`src/rtl/cnn_mac_seq.sv`:
```
// cnn_mac_seq: sequential signed dot-product engine.
// A job runs as follows:
//   1. On ap_start the block latches a beat count and loads a bias into the accumulator.
//   2. It streams in `len` operand pairs through a valid/ready handshake.
//   3. Each accepted pair is multiplied at full precision into a one-stage product register.
//   4. The accumulator sums the products and wraps on overflow.
//   5. The result is held on a valid/ready output until it is taken.
module cnn_mac_seq #(
    parameter int DIN0_WIDTH = 14,
    parameter int DIN1_WIDTH = 7,
    parameter int ACC_WIDTH  = 32,
    parameter int LEN_WIDTH  = 8
) (
    input  logic                         ap_clk,
    input  logic                         ap_rst_n,
    input  logic                         ap_start,
    output logic                         ap_ready,
    output logic                         ap_idle,
    output logic                         ap_done,
    input  logic [LEN_WIDTH-1:0]         len,
    input  logic signed [ACC_WIDTH-1:0]  bias,
    input  logic                         in_valid,
    output logic                         in_ready,
    input  logic signed [DIN0_WIDTH-1:0] din0,
    input  logic signed [DIN1_WIDTH-1:0] din1,
    output logic                         res_valid,
    input  logic                         res_ready,
    output logic signed [ACC_WIDTH-1:0]  res_data
);

    localparam int PROD_WIDTH = DIN0_WIDTH + DIN1_WIDTH;

    typedef enum logic [1:0] {
        IDLE  = 2'd0,
        RUN   = 2'd1,
        DRAIN = 2'd2,
        OUT   = 2'd3
    } state_t;

    state_t                        state;
    logic [LEN_WIDTH-1:0]          len_q;
    logic [LEN_WIDTH-1:0]          cnt;
    logic signed [PROD_WIDTH-1:0]  prod_p1;
    logic                          vld_p1;
    logic signed [ACC_WIDTH-1:0]   acc;
    logic                          beat;
    logic                          last_beat;

    // Full-precision signed multiply: both operands widened to the product width first
    function automatic logic signed [PROD_WIDTH-1:0] mul_full(
        input logic signed [DIN0_WIDTH-1:0] a,
        input logic signed [DIN1_WIDTH-1:0] b
    );
        logic signed [PROD_WIDTH-1:0] ax;
        logic signed [PROD_WIDTH-1:0] bx;
        ax = PROD_WIDTH'(a);
        bx = PROD_WIDTH'(b);
        return ax * bx;
    endfunction

    // Sign-extend a product to accumulator width
    function automatic logic signed [ACC_WIDTH-1:0] sext_acc(
        input logic signed [PROD_WIDTH-1:0] p
    );
        return ACC_WIDTH'(p);
    endfunction

    assign beat      = (state == RUN) && in_valid;
    assign last_beat = beat && ((cnt + LEN_WIDTH'(1)) == len_q);

    assign ap_idle   = (state == IDLE);
    assign in_ready  = (state == RUN);
    assign res_valid = (state == OUT);
    // ap_ready is masked by reset so that a held ap_start cannot pulse it during reset
    assign ap_ready  = (state == IDLE) && ap_start && ap_rst_n;
    assign ap_done   = (state == OUT) && res_ready;
    assign res_data  = acc;

    // Stage p1: register the product of each transferred beat together with its valid flag
    always_ff @(posedge ap_clk or negedge ap_rst_n) begin
        if (!ap_rst_n) begin
            prod_p1 <= '0;
            vld_p1  <= 1'b0;
        end else begin
            vld_p1 <= beat;
            if (beat) begin
                prod_p1 <= mul_full(din0, din1);
            end
        end
    end

    // Control FSM and accumulator: bias load on accept, product accumulation, result hold
    always_ff @(posedge ap_clk or negedge ap_rst_n) begin
        if (!ap_rst_n) begin
            state <= IDLE;
            len_q <= '0;
            cnt   <= '0;
            acc   <= '0;
        end else begin
            if (vld_p1) begin
                acc <= acc + sext_acc(prod_p1);
            end
            case (state)
                IDLE: begin
                    if (ap_start) begin
                        len_q <= len;
                        cnt   <= '0;
                        acc   <= bias;
                        state <= (len == '0) ? OUT : RUN;
                    end
                end
                RUN: begin
                    if (beat) begin
                        cnt <= cnt + LEN_WIDTH'(1);
                    end
                    if (last_beat) begin
                        state <= DRAIN;
                    end
                end
                // The last product is added to the accumulator during this cycle
                DRAIN: begin
                    state <= OUT;
                end
                OUT: begin
                    if (res_ready) begin
                        state <= IDLE;
                    end
                end
                default: state <= IDLE;
            endcase
        end
    end

endmodule

```
`config.mk`:
```
export PLATFORM = sky130hd
export DESIGN_NAME = cnn_mac_seq
export DESIGN_NICKNAME = d
export VERILOG_FILES = /design/src/rtl/cnn_mac_seq.sv
export SDC_FILE = /design/constraint.sdc
export NUM_CORES = 1
export LEC_CHECK = 0
export ABC_AREA = 1
export CORE_MARGIN = 3
export CORE_UTILIZATION = 57
export DETAILED_ROUTE_END_ITERATION = 10
export PLACE_DENSITY = 0.81
export SKIP_CTS_REPAIR_TIMING = 1
export SKIP_LAST_GASP = 1
export SLEW_MARGIN = 20
export SYNTH_ARGS = -nofsm -noshare
export SYNTH_HDL_FRONTEND = slang
export SYNTH_SLANG_ARGS = --single-unit
```
`constraint.sdc`:
```
create_clock -name ap_clk -period 3.3 [get_ports ap_clk]
set_input_delay 0.33 -clock ap_clk [delete_from_list [all_inputs] [get_ports ap_clk]]
set_output_delay 0.33 -clock ap_clk [all_outputs]
set_load 0.005 [all_outputs]
```
# Word level (Yosys, flattened, before mapping)
# Cells that the tools add are included.
[totals] ff_bits=72 latchBits=0 ram_bits=0 rom_bits=0 in_bits=66 output_inout_bits=37 word_cells=39 n_memories=0
[op_classes] add_sub_neg=2 mul=1 div=0 order_cmp=0 n_eq_ne=8 shift=0 mux=11 bitwise=0 n_reduce_logical=11
[op_table] op="2-to-1 mux 32 bit" n=3
[op_table] op="adder 32 x 21 -> 32 bit" n=1
[op_table] op="multiplier 14 x 7 -> 21 bit" n=1
[op_table] op="2-to-1 mux 8 bit" n=2
[op_table] op="case mux 8 bit (2 select lines)" n=1
[op_table] op="adder 8 x 1 -> 8 bit, second input constant" n=1
[op_table] op="== test 8 bit" n=1
[op_table] op="zero test 8 bit" n=1
[op_table] op="2-to-1 mux 2 bit" n=4
[op_table] op="case mux 2 bit (4 select lines)" n=1
[op_table] op="inequality test 2 x 1 -> 1 bit, second input constant" n=3
[op_table] op="AND reduction 3 bit" n=2
[op_table] op="logical AND 1 bit" n=5
[op_table] op="== test 2 bit, second input constant" n=2
[op_table] op="== test 2 x 1 -> 1 bit, second input constant" n=1
[op_table] op="zero test 2 bit" n=1
[op_table] op="inequality test 2 bit, second input constant" n=1
[op_table] op="AND reduction 2 bit" n=1
[op_table] op="nonzero test 2 bit" n=1

# Longest topological paths before layout
[logic_depth] ltp_word=5 depth_mapped=23

# Worst setup path before layout
# OpenSTA, ideal clock, no wires.
[synth_timing] kind="input-to-reg" from="input din1[6]" to="register prod_p1[19]" t_arrival_ns=4.161 t_required_ns=3.165 path_slack_ns=-0.996 stages=17 path_cell_list="inv_1 -> clkbuf_1 -> nor2_1 -> fa_1 -> fa_1 -> fa_1 -> inv_1 -> fa_1 -> inv_1 -> ha_1 -> a21oi_1 -> o21ai_0 -> nand2_1 -> nand3_1 -> a21oi_1 -> xor2_1 -> o21ai_0"
[synth_between] elab_chain_len=1
[synth_lines] item="from (decl)" line_no="25" source="input logic signed [DIN1_WIDTH-1:0] din1,"
[synth_lines] item="multiplier 14 x 7 -> 21 bit" line_no="58" source="return ax * bx;"
[synth_lines] item="to (signal assigned)" line_no="87" source="prod_p1 <= mul_full(din0, din1);"
[synth_lines] item="to (decl)" line_no="43" source="logic signed [PROD_WIDTH-1:0] prod_p1;"
# No other way between the ends.
# A chain may end at the register's enable or synchronous reset.

# Final worst setup path
[layout_timing] from="input din1[5]" to="register prod_p1[14]"
# The elaborated chain is that of the path after synthesis.

==> qor.csv <==
stage;metric;value;unit
synth;Synth Register Bits;72;
synth;Yosys top cell area share;0.196;
synth;Ys Warns;0;
floorplan;CORE AREA;0.0155;mm^2
sta;Final WS setup;-0.677;ns
cts;clk root buf;clkbuf_16;
synth;post-synthesis mux area share;0.00109;
synth;Mapped Nets;1542;
worst_setup_path;Req. time, crit path;3.52;ns
floorplan;Ports;103;
global_route;GRT Util Overall;0.289;
global_route;number of global-route vias before repair;9159;
cts;CTS tree;built;
cts;clock-pin slew on the worst setup and hold paths;0.06;ns
worst_setup_path;CP endpoint;prod_p1[14]$_DFFE_PN0P_;
synth;post-synthesis area per instance;6.95;um^2
worst_setup_path;Crit Path Category;in -> reg;
sta;min Tclk post-route;3.98;ns
synth;compound-cell area share of the yosys netlist;0.111;
route;Pre-antenna DRT Iters;5;
route;drt initial violations;682;
power;Pwr Total;12.6;mW
power;Lkg Pwr;6.52;nW
route;residual DRC count;0;
worst_setup_path;critical path launch point type;primary input;
finish;Core Util, Final;0.785;
cts;CTS Buf Count;9;
worst_hold_path;worst hold path class;in -> async;
sta;Tcrit/Tclk final;1.21;
synth;sequential share of the synthesized area;0.196;
placed_design;HPWL after DPL;20300;um
placed_design;pre-CTS WS;-1.35;ns
sta;RSZ-0062 raised after global routing;yes;
route;DRT antenna net count;0;
synth;most frequent cell after synthesis;nand2_1;
finish;area of the multi-input gates;0.00685;mm^2
finish;layout cells sized above 1;0.212;
sta;Setup-failing EPs final;15;
finish;# fillers;1084;
floorplan;Die Width;133;um
global_route;largest net degree at the start of global routing;73;
finish;ant diodes;0;
global_route;initial antenna violation count;0;
synth;Synth Area in XOR/XNOR;0.0234;
global_route;first-pass GRT wire length;42500;um
sta;Max Slew Vio Count;0;
cts;Sink Count;72;
synth;Mapped Area;0.00920;mm^2
route;drt total wl;27400;um
floorplan;# rows;45;
cts;worst skew pair latency;0.34;ns
placed_design;Port Buffers;102;
floorplan;Die ar.;0.0177;mm^2
worst_setup_path;reg2reg path depth;10;
worst_setup_path;CP endpoint kind;flip-flop;
sta;Hold Fails Final Rpt;0;
sta;hold_ws;0.212;ns
worst_setup_path;CP Data Arrival Time;4.20;ns
worst_setup_path;reg2reg start;prod_p1[20]$_DFFE_PN0P_;
sta;worst slew pin tran;0.931;ns
finish;register area;0.00180;mm^2
run_status;status;complete, but fails checks;
finish;P&R area growth vs syn;32.2;%
worst_setup_path;reg2reg end;res_data[30]$_DFF_PN0_;
worst_setup_path;FF-to-FF setup slack;0.91;ns
worst_setup_path;crit path launch;din1[5];
synth;simple-gate share of the synthesized area;0.274;
route;total number of vias;9307;
route;DR WL/cell;15.8;um
sta;relative slew slack;0.379;
sta;Worst Skew;0.00731;ns
synth;Post-synth EDFFs;0;
power;Worst VDD drop;457;uV
worst_setup_path;worst-path fanout max;6;
placed_design;gpl congestion;1.01;
synth;largest family of logic cells by synthesized area;simple AND/OR/NAND/NOR gates;
finish;fin nets;1731;
cts;htree depth;3;
synth;fraction of registers with async set/reset;1.00;
synth;Main synth FF type;dfrtp_1;
run;Max Cap Viol;0;
floorplan;initial core utilization;0.594;
run_status;failing checks;negative setup slack;
sta;achievable frequency;251;MHz
synth;Post-synth top cells;353 x nand2_1, 273 x inv_1, 102 x nor2_1;
synth;post-synth top area cell;dfrtp_1;
floorplan;Die Ht;133;um
synth;Area contributors post-synth;dfrtp_1 20%, fa_1 16%, nand2_1 14%, inv_1 11%, ha_1 11%;
synth;cells after synthesis;1323;
cts;Max clock buf depth;2;
global_route;grt ovf;0;
route;Via density;5.39;
synth;Yosys cell types;45;
power;power per cell area;1040;mW/mm^2
synth;Post-Synth Adder-Cell Area;0.269;
## placed cells by master (no fill, tap or decap), types with 12 or more instances in the layout
cell,synthesis,final
a21oi_1,92,80
a21oi_2,8,14
buf_4,0,83
buf_6,1,18
clkbuf_16,0,12
clkbuf_2,0,12
clkdlybuf4s50_1,0,81
dfrtp_1,72,72
fa_1,75,66
ha_1,78,63
ha_4,0,15
inv_1,273,242
inv_2,4,34
nand2_1,353,319
nand2_2,21,45
nand3_1,59,52
nor2_1,102,91
nor2_2,5,13
o21ai_0,42,34
o21ai_1,7,14
## cell type report
type                       instances  share of cell area
multi-input combinational        947               0.563
tap                              211              0.0217
inverter                         279              0.0867
sequential                        72               0.148
clock inverter                     6             0.00741
clock buffer                      10              0.0188
timing repair buffer             203               0.154
## routing by layer
metal	up-vias	share of wire	routed length (um)	global-route usage
met4	0	0.030	810	0.0710
li1	4461	-	-	-
met2	328	0.52	14200	0.530
met1	4448	0.40	11000	0.370
met5	-	0	0	0
met3	70	0.048	1330	0.0221
## report_power, final
part | total (mW) | internal, mW | leakage (nW) | switching [mW]
clock | 1.07 | 0.666 | 0.153 | 0.403
sequential | 1.71 | 1.30 | 0.873 | 0.415
combinational | 9.84 | 4.23 | 5.49 | 5.61
total | 12.6 | 6.20 | 6.52 | 6.43
## flip-flops by register name, summed over array words and instances (netlist names)
name	count
cnt	8
len_q	8
prod_p1	21
res_data	32
state	2
vld_p1	1
## metrics by stage
step	area, um^2	instances	TNS [ns]
final	12200	1728	-7.39
after global routing	12200	1728	-9.36
after detailed placement	11300	1691	-18.69
after global placement	11300	1691	-17.22
after CTS	11700	1707	-12.65
after floorplan	9590	1323	-5.93
## worst max-delay path: stages
cell,delay (ns)
buf_6,0.09
buf_6,0.12
buf_6,0.12
nand2_4,0.04
inv_2,0.04
fa_1,0.55
fa_1,0.45
fa_1,0.54
inv_2,0.04
fa_1,0.51
inv_2,0.05
ha_4,0.31
nand2_4,0.07
nor2_4,0.10
nand2_2,0.07
nand3_2,0.10
nand2_2,0.08
nand2_4,0.10
a21oi_2,0.07
or2_1,0.23
nand3_1,0.08
nand2_1,0.08
## worst min-delay path by stage
stage                            start                      end  slack, ns
2_1_floorplan                 ap_rst_n       cnt[0]$_DFFE_PN0P_       0.03
3_3_place_gp   prod_p1[14]$_DFFE_PN0P_  prod_p1[14]$_DFFE_PN0P_       0.47
3_5_place_dp   prod_p1[12]$_DFFE_PN0P_  prod_p1[12]$_DFFE_PN0P_       0.47
4_1_cts                       ap_rst_n    res_data[1]$_DFF_PN0_       0.24
5_1_grt                       ap_rst_n    res_data[3]$_DFF_PN0_       0.30
6_report                      ap_rst_n    res_data[1]$_DFF_PN0_       0.21
## logic make-up (layout without fill, tap and decap cells)
kind of cell               Yosys count  in the layout
and+or+nand+nor                    587            587
DFF                                 72             72
adders and majority gates          153            153
xor gates and xnor gates            23             23
buffers and inverters              304            498
AOI/OAI and AO/OA                  183            183
muxes                                1              1
(Power assumes the default switching activity.)
